**config.mk**
```make
export PLATFORM = sky130hd
export DESIGN_NAME = ftq
export DESIGN_NICKNAME = d
export VERILOG_FILES = /design/src/rtl/ftq.sv
export SDC_FILE = /design/constraint.sdc
export NUM_CORES = 1
export LEC_CHECK = 0
export CORE_MARGIN = 2
export CORE_UTILIZATION = 55
export DETAILED_ROUTE_END_ITERATION = 8
export PLACE_DENSITY = 0.75
export SYNTH_ARGS = -nofsm -noshare
export SYNTH_HDL_FRONTEND = slang
export SYNTH_SLANG_ARGS = --single-unit
```
**constraint.sdc**
```tcl
create_clock -name clk -period 8.2 [get_ports clk]
set_clock_uncertainty 0.2 [all_clocks]
set_input_delay 2.05 -clock clk [delete_from_list [all_inputs] [get_ports clk]]
set_output_delay 2.05 -clock clk [all_outputs]
set_load 0.1 [all_outputs]
```
**src/rtl/ftq.sv**
```systemverilog
// Fetch target queue: one entry per fetch block (PC, predicted target/direction, RAS checkpoint),
// retired in order on commit, truncated on mispredict redirect or full flush.
module ftq #(
    parameter int DEPTH         = 8,
    parameter int RAS_DEPTH     = 16,
    parameter int CPU_ADDR_BITS = 32,
    localparam int IDX_W        = $clog2(DEPTH),
    localparam int RP_W         = $clog2(RAS_DEPTH) + 1
) (
    input  logic                     clk,
    input  logic                     rst_n,

    input  logic                     enq_valid,
    output logic                     enq_rdy,
    input  logic [CPU_ADDR_BITS-1:0] enq_pc,
    input  logic [CPU_ADDR_BITS-1:0] enq_pred_target,
    input  logic                     enq_pred_taken,
    input  logic [RP_W-1:0]          enq_ras_ptr,
    output logic [IDX_W-1:0]         enq_idx,

    input  logic [IDX_W-1:0]         rd_idx,
    output logic [CPU_ADDR_BITS-1:0] rd_pc,
    output logic [CPU_ADDR_BITS-1:0] rd_pred_target,
    output logic                     rd_pred_taken,

    input  logic                     redirect_valid,
    input  logic [IDX_W-1:0]         redirect_idx,
    input  logic [CPU_ADDR_BITS-1:0] redirect_target,
    input  logic                     flush,

    input  logic                     commit_en,
    output logic                     commit_rdy,

    output logic                     ras_recover,
    output logic [RP_W-1:0]          ras_recover_ptr,
    output logic                     fe_redirect_valid,
    output logic [CPU_ADDR_BITS-1:0] fe_redirect_pc
);

    localparam logic [IDX_W:0] PTR_ONE = 1;

    logic [CPU_ADDR_BITS-1:0] pc_mem     [DEPTH];
    logic [CPU_ADDR_BITS-1:0] target_mem [DEPTH];
    logic                     taken_mem  [DEPTH];
    logic [RP_W-1:0]          rasp_mem   [DEPTH];

    logic [IDX_W:0]  head;
    logic [IDX_W:0]  tail;
    logic [RP_W-1:0] commit_ras_ptr;

    logic            empty;
    logic            full;
    logic            do_enq;
    logic            do_commit;
    logic            do_redirect;
    logic            redir_wrap;
    logic [IDX_W:0]  redir_tail;

    assign empty = (head == tail);
    assign full  = (head[IDX_W-1:0] == tail[IDX_W-1:0]) && (head[IDX_W] != tail[IDX_W]);

    assign enq_rdy    = !full && !redirect_valid && !flush;
    assign commit_rdy = !empty;
    assign enq_idx    = tail[IDX_W-1:0];

    assign do_enq      = enq_valid && enq_rdy;
    assign do_commit   = commit_en && !empty && !flush;
    assign do_redirect = redirect_valid && !flush;

    // The mispredicting entry sits at or after head in age order, so an index below head's
    // index lives on the opposite lap; the +1 carries into the wrap bit past DEPTH-1.
    always_comb begin
        redir_wrap = (redirect_idx >= head[IDX_W-1:0]) ? head[IDX_W] : ~head[IDX_W];
        redir_tail = {redir_wrap, redirect_idx} + PTR_ONE;
    end

    assign rd_pc          = pc_mem[rd_idx];
    assign rd_pred_target = target_mem[rd_idx];
    assign rd_pred_taken  = taken_mem[rd_idx];

    // Entry payload: not reset, only live slots are ever observed.
    always_ff @(posedge clk) begin
        if (do_enq) begin
            pc_mem[tail[IDX_W-1:0]]     <= enq_pc;
            target_mem[tail[IDX_W-1:0]] <= enq_pred_target;
            taken_mem[tail[IDX_W-1:0]]  <= enq_pred_taken;
            rasp_mem[tail[IDX_W-1:0]]   <= enq_ras_ptr;
        end
        if (do_redirect) begin
            target_mem[redirect_idx] <= redirect_target;
        end
    end

    // Pointers, commit checkpoint and the registered recover/re-steer pulses.
    always_ff @(posedge clk or negedge rst_n) begin
        if (!rst_n) begin
            head              <= '0;
            tail              <= '0;
            commit_ras_ptr    <= '0;
            ras_recover       <= 1'b0;
            ras_recover_ptr   <= '0;
            fe_redirect_valid <= 1'b0;
            fe_redirect_pc    <= '0;
        end else begin
            ras_recover       <= flush || redirect_valid;
            fe_redirect_valid <= do_redirect;
            if (flush) begin
                head            <= '0;
                tail            <= '0;
                ras_recover_ptr <= commit_ras_ptr;
            end else begin
                if (do_commit) begin
                    head           <= head + PTR_ONE;
                    commit_ras_ptr <= rasp_mem[head[IDX_W-1:0]];
                end
                if (do_redirect) begin
                    tail            <= redir_tail;
                    ras_recover_ptr <= rasp_mem[redirect_idx];
                    fe_redirect_pc  <= redirect_target;
                end else if (do_enq) begin
                    tail <= tail + PTR_ONE;
                end
            end
        end
    end

endmodule

```
## After elaboration in Yosys (flattened, before gate mapping)

Memories as Yosys holds them, arrays and structs flattened. A register that Yosys moved wholly into a read port is not among the register bits.
Cells that the tools add are included.

- $add $sub $neg: 3
- Order comparisons: 1
- Equality and inequality tests: 3
- Mux-type cells: 15
- Bitwise logic cells: 2
- Reduce and logical (&&, ||, !) cells: 19

Operator list:

| kind | number |
|---|---|
| two-way mux 32 bit | 1 |
| OR reduction 32 bit | 1 |
| two-way mux 4 bit | 5 |
| adder 4 x 1 -> 4 bit (second input constant) | 3 |
| two-way mux 5 bit | 2 |
| logical AND 1 bit | 7 |
| two-way mux 1 bit | 6 |
| zero test 1 bit | 5 |
| equality test 4 bit | 1 |
| AND reduction 2 bit | 2 |
| nonzero test 2 bit | 2 |
| equality test 3 bit | 1 |
| >= comparator 3 bit | 1 |
| two-way mux 3 bit | 1 |
| nonzero test 3 bit | 1 |
| inverter 1 bit | 2 |
| logical OR 1 bit | 1 |
| inequality test 1 bit | 1 |

- Bits in registers: 47
- RAM bits: 560
- Input port bits: 114
- Output and inout bits: 109
- Word-level logic and storage cells: 53
- Memories: 4

Memories:

| memory | words | bits a word | read ports | clocked after memory_dff | write ports | line | text |
|---|---|---|---|---|---|---|---|
| pc_mem | 8 | 32 | 1 | 0 | 1 | 42 | `logic [CPU_ADDR_BITS-1:0] pc_mem [DEPTH];` |
| target_mem | 8 | 32 | 1 | 0 | 1 | 43 | `logic [CPU_ADDR_BITS-1:0] target_mem [DEPTH];` |
| rasp_mem | 8 | 5 | 2 | 1 | 1 | 45 | `logic [RP_W-1:0] rasp_mem [DEPTH];` |
| taken_mem | 8 | 1 | 1 | 0 | 1 | 44 | `logic taken_mem [DEPTH];` |

## Longest topological paths before layout

- Depth in word-level cells: 9
- Mapped depth: 9
- Gate-level depth less buffers: 7

## Worst setup path before layout

No wires, ideal clock.

- Path kind: input -> register
- From: in redirect_valid
- To: mem pc_mem[0][0] (enable)
- Setup time: 481 ps
- Arrival time: 7194 ps
- Data required time: 7519 ps
- Setup slack: 326 ps
- Stages on the path: 5
- Path buffers: 1
- Cell sequence: buf_4 > or2_2 > a41oi_1 > nand3_1 > nor3_1

- Word-level cells in the longest chain between the ends: 6

RTL lines:

| item | line | text |
|---|---|---|
| start, declared | 26 | `input logic redirect_valid,` |
| zero test 1 bit | 62 | `assign enq_rdy = !full && !redirect_valid && !flush;` |
| logical AND 1 bit (2 in a row) | 62 |  |
| via enq_rdy | 14 | `output logic enq_rdy,` |
| logical AND 1 bit | 66 | `assign do_enq = enq_valid && enq_rdy;` |
| two-way mux 1 bit | 83 | `if (do_enq) begin` |
| two-way mux 1 bit (not written as such) | 84 | `pc_mem[tail[IDX_W-1:0]] <= enq_pc;` |
| end, declared | 42 |  |

The timed path passes the listed nets, and every way through them passes these cells.

## Worst setup path after layout

- From: in rd_idx[0]
- To: out rd_pred_target[28]

- Word-level cells in the longest chain between the ends: 1

RTL lines:

| item | line | text |
|---|---|---|
| start, declared | 21 | `input logic [IDX_W-1:0] rd_idx,` |
| memory read (8 x 32 bit) | - |  |
| end, declared | 23 | `output logic [CPU_ADDR_BITS-1:0] rd_pred_target,` |

No other way between the ends.

==> results.md <==
* Outcome: completed
* Synth Cell Area at 24070 um2
* Sequential Power Share at 49.6%
* Initial core utilization at 55.75%
* CP Class: primary input to output port
* Cell with the most instances after synthesis: edfxtp_1
* Overall Power at 7.230 mW
* Sink Count at 612
* Peak VDD IR at 0.2794 mV
* Grt met2 use at 37.59%
* Clock transition at path regs at 0.06 ns
* Seq/Total Area, Yosys at 75.28%
* 1st-iter DRT viols at 815
* Period utilisation layout at 85.73%
* Layout area overhead at 19.92%
* CP required at 5.95 ns
* Top-area cell type share of the netlist area at 69.87%
* Routed Wire Length at 48680 um
* Vias in the first global route at 12.39k
* Syn_nets at 1308
* Layout Nets at 1556
* First-pass iteration count of the detailed router at 5
* RePlAce Congestion at 0.7518
* Synth Instances at 1189
* Yosys top cell by area: edfxtp_1
* Main synth FF type: edfxtp_1
* Final Slew Violations at 0
* Overall routing resource usage at 22.02%
* Hold path endpoint: fe_redirect_pc[24]
* Die W at 213.2 um
* Max Cap Violations at 0
* FP Rows at 76
* Number of synthesized flops with an enable pin at 560
* Critical path's slowest cell: clkdlybuf4s50_1
* Clk root buf: clkbuf_16
* Gr busiest metal: met2
* Via count at 11.96k
* TritonCTS clock tree: done
* Die Span Y at 213.2 um
* Resized Gates After CTS at 0
* Commonest cells in the synthesized netlist: edfxtp_1 (560), nand2_1 (187), mux4_2 (150)
* Worst r2r src: head[0]
* Reg2reg path depth at 5
* H-Tree Depth at 2
* Max stage delay on crit path at 0.99 ns
* IO Count at 223
* Unrepaired setup endpoints after global routing: false
* Netlist cell types at 44
* CTS Buf Count at 58
* Actual slew at the worst max-slew pin at 1.093 ns
* Ys Warns at 0
* M3 GR Usage at 4.074%
* Main area contributors after synthesis: edfxtp_1 (70%), mux4_2 (14%), dfrtp_1 (5.4%)
* Final instance area at 28860 um2
* Overflow after GRT at 0
* Total core area at 43170 um2
* Dpl hpwl at 27930 um
* Sum Neg Setup Slack at 0 ns
* Hold Startpoint: fe_redirect_pc[24]
* Hold WC Path Type: flop to flop
* Syn Area/Cell at 20.24 um2
* WHS Path Cells at 2
* Avg WL per Cell at 23.51 um
* Critical Path End Type: output port
* Crit-path max FO at 49
* Hold-fix buffers, CTS at 0
* Reg-to-Reg End: pc_mem[5][1]
* Pin count of the biggest net entering global routing at 131
* Post-CTS setup buffer count at 0
* Min Tclk post-route at 7.030 ns
* Worst EP arrival at 4.78 ns
* Fin. Hold Viols at 0
* Initial antenna violation count at 4
* Internal at 5.313 mW
* Max Root-Sink Buffers at 3
* Detail Route Antenna Nets at 0
* Sw Pwr at 1.917 mW
* DRC at 0
* Register bit total from synthesis at 612
* Share of cells above drive strength 1 at 25.25%
* Vias per inst at 5.776
* LEAKAGE at 9.758 nW
* Critical Path Source Type: primary input
* Final setup fails at 0
* Net Sw Frac at 26.51%
* Post-DP Area at 27040 um2
* Flop-to-flop setup slack at 4.47 ns
* Worst rel slew slack at 26.93%
* Combinational cell fraction of total power at 14.9%
* First-pass GRT wire length at 73320 um
* WP buf/inv at 3
* PortBufs at 222
* Met1 usage at 29.28%
* Maximum clock frequency at 0.1423 GHz
* Crit-path cells: clkbuf_8 > buf_4 > mux4_2 > mux2_2 > clkdlybuf4s50_1
* Ys async rst share at 8.497%
* Layout Cells excl Fill at 2071
* Die area at 45450 um2
* Clock share of power at 35.5%
* Power Dens Cells at 250.5 nW/um2
* Cell family with most CP delay: buffers and inverters
* Fill count at 2841
* Clock Latency Late Sink at 0.61 ns
* Placed cell count at 1962
-- worst register-to-register path: stages (launching register included) --
cell	delay (ns)
dfrtp_1	0.97
xnor2_1	0.24
a41oi_1	0.36
nand3_1	0.35
nor2_4	0.81
buf_4	0.46
-- placed cells by master (no fill, tap or decap), drive strengths merged, types with 3 or more instances in the layout --
cell type,n
a21oi,3
a31oi,5
buf,44
bufinv,4
clkbuf,78
clkdlybuf4s50,207
clkinv,25
dfrtp,52
edfxtp,560
ha,5
inv,9
mux2,66
mux2i,10
mux4,150
nand2,187
nand2b,4
nand3,4
nor2,26
o21ai,12
or3,3
xnor2,6
xor2,6
-- through the flow --
step / setup WS, ns / hold WS [ns] / util, %
after floorplan: 0.3257 / 0.2505 / -
after global placement: 1.153 / 0.2561 / 62.62
after detailed placement: 1.129 / 0.2618 / 62.62
after CTS: 1.114 / 0.2776 / 66.85
after global routing: 1.036 / 0.2972 / 66.85
final: 1.170 / 0.2743 / 66.85
-- sequential cells by signal (all words and copies together) (netlist names) --
| name | flops |
|---|---|
| ras_recover | 1 |
| taken_mem | 8 |
| fe_redirect_pc | 32 |
| pc_mem | 256 |
| target_mem | 256 |
| commit_ras_ptr | 5 |
| tail | 4 |
| fe_redirect_valid | 1 |
| head | 4 |
| ras_recover_ptr | 5 |
| rasp_mem | 40 |
-- worst max path at each step --
| stage | end | cells after the start | slack [ns] | startpoint |
|---|---|---|---|---|
| floorplan | pc_mem[0][0] | 5 | 0.33 | redirect_valid |
| global placement | rd_pred_target[15] | 5 | 1.15 | rd_idx[0] |
| detailed placement | rd_pc[19] | 5 | 1.13 | rd_idx[0] |
| CTS | rd_pred_target[28] | 5 | 1.11 | rd_idx[0] |
| global route | rd_pc[19] | 5 | 1.04 | rd_idx[0] |
| finish | rd_pred_target[28] | 5 | 1.17 | rd_idx[0] |
-- area by class of cell --
type                            instances  area (um2)  share of cell area [%]
Multi-Input combinational cell        505        5703                   19.76
Clock buffer                           77        1553                   5.380
Antenna cell                            1       2.502                0.008670
Clock inverter                         31       270.3                  0.9364
Sequential cell                       612       18120                   62.77
Timing Repair Buffer                  252        2451                   8.493
Inverter                                8       32.53                  0.1127
Tap cell                              585       732.0                   2.536
-- per-layer routing --
metal	up-vias	wire length, um
li1	5238	-
met1	6286	19960
met2	367	24780
met3	68	2849
met4	4	1067
met5	-	22
-- power groups by stage --
stage / Sequential (mW) / Combinational [mW] / Clock [mW]
3_3_place_gp: 3.65 / 1.07 / 0
3_5_place_dp: 3.65 / 1.08 / 0
2_1_floorplan: 3.82 / 0.602 / 0
6_report: 3.59 / 1.08 / 2.57
5_1_grt: 3.60 / 1.13 / 2.74
4_1_cts: 3.59 / 1.09 / 2.62
-- logic make-up after synthesis --
logic type	synth area share (%)
buffers and inverters	1.502
XOR/XNOR	0.5303
AO/OA/AOI/OAI	1.014
AND/OR/NAND/NOR	3.842
flip-flops	75.28
multiplexers	17.57
adder cells (fa/ha/maj)	0.2599
Note: power is estimated with default switching activity, not from simulation.
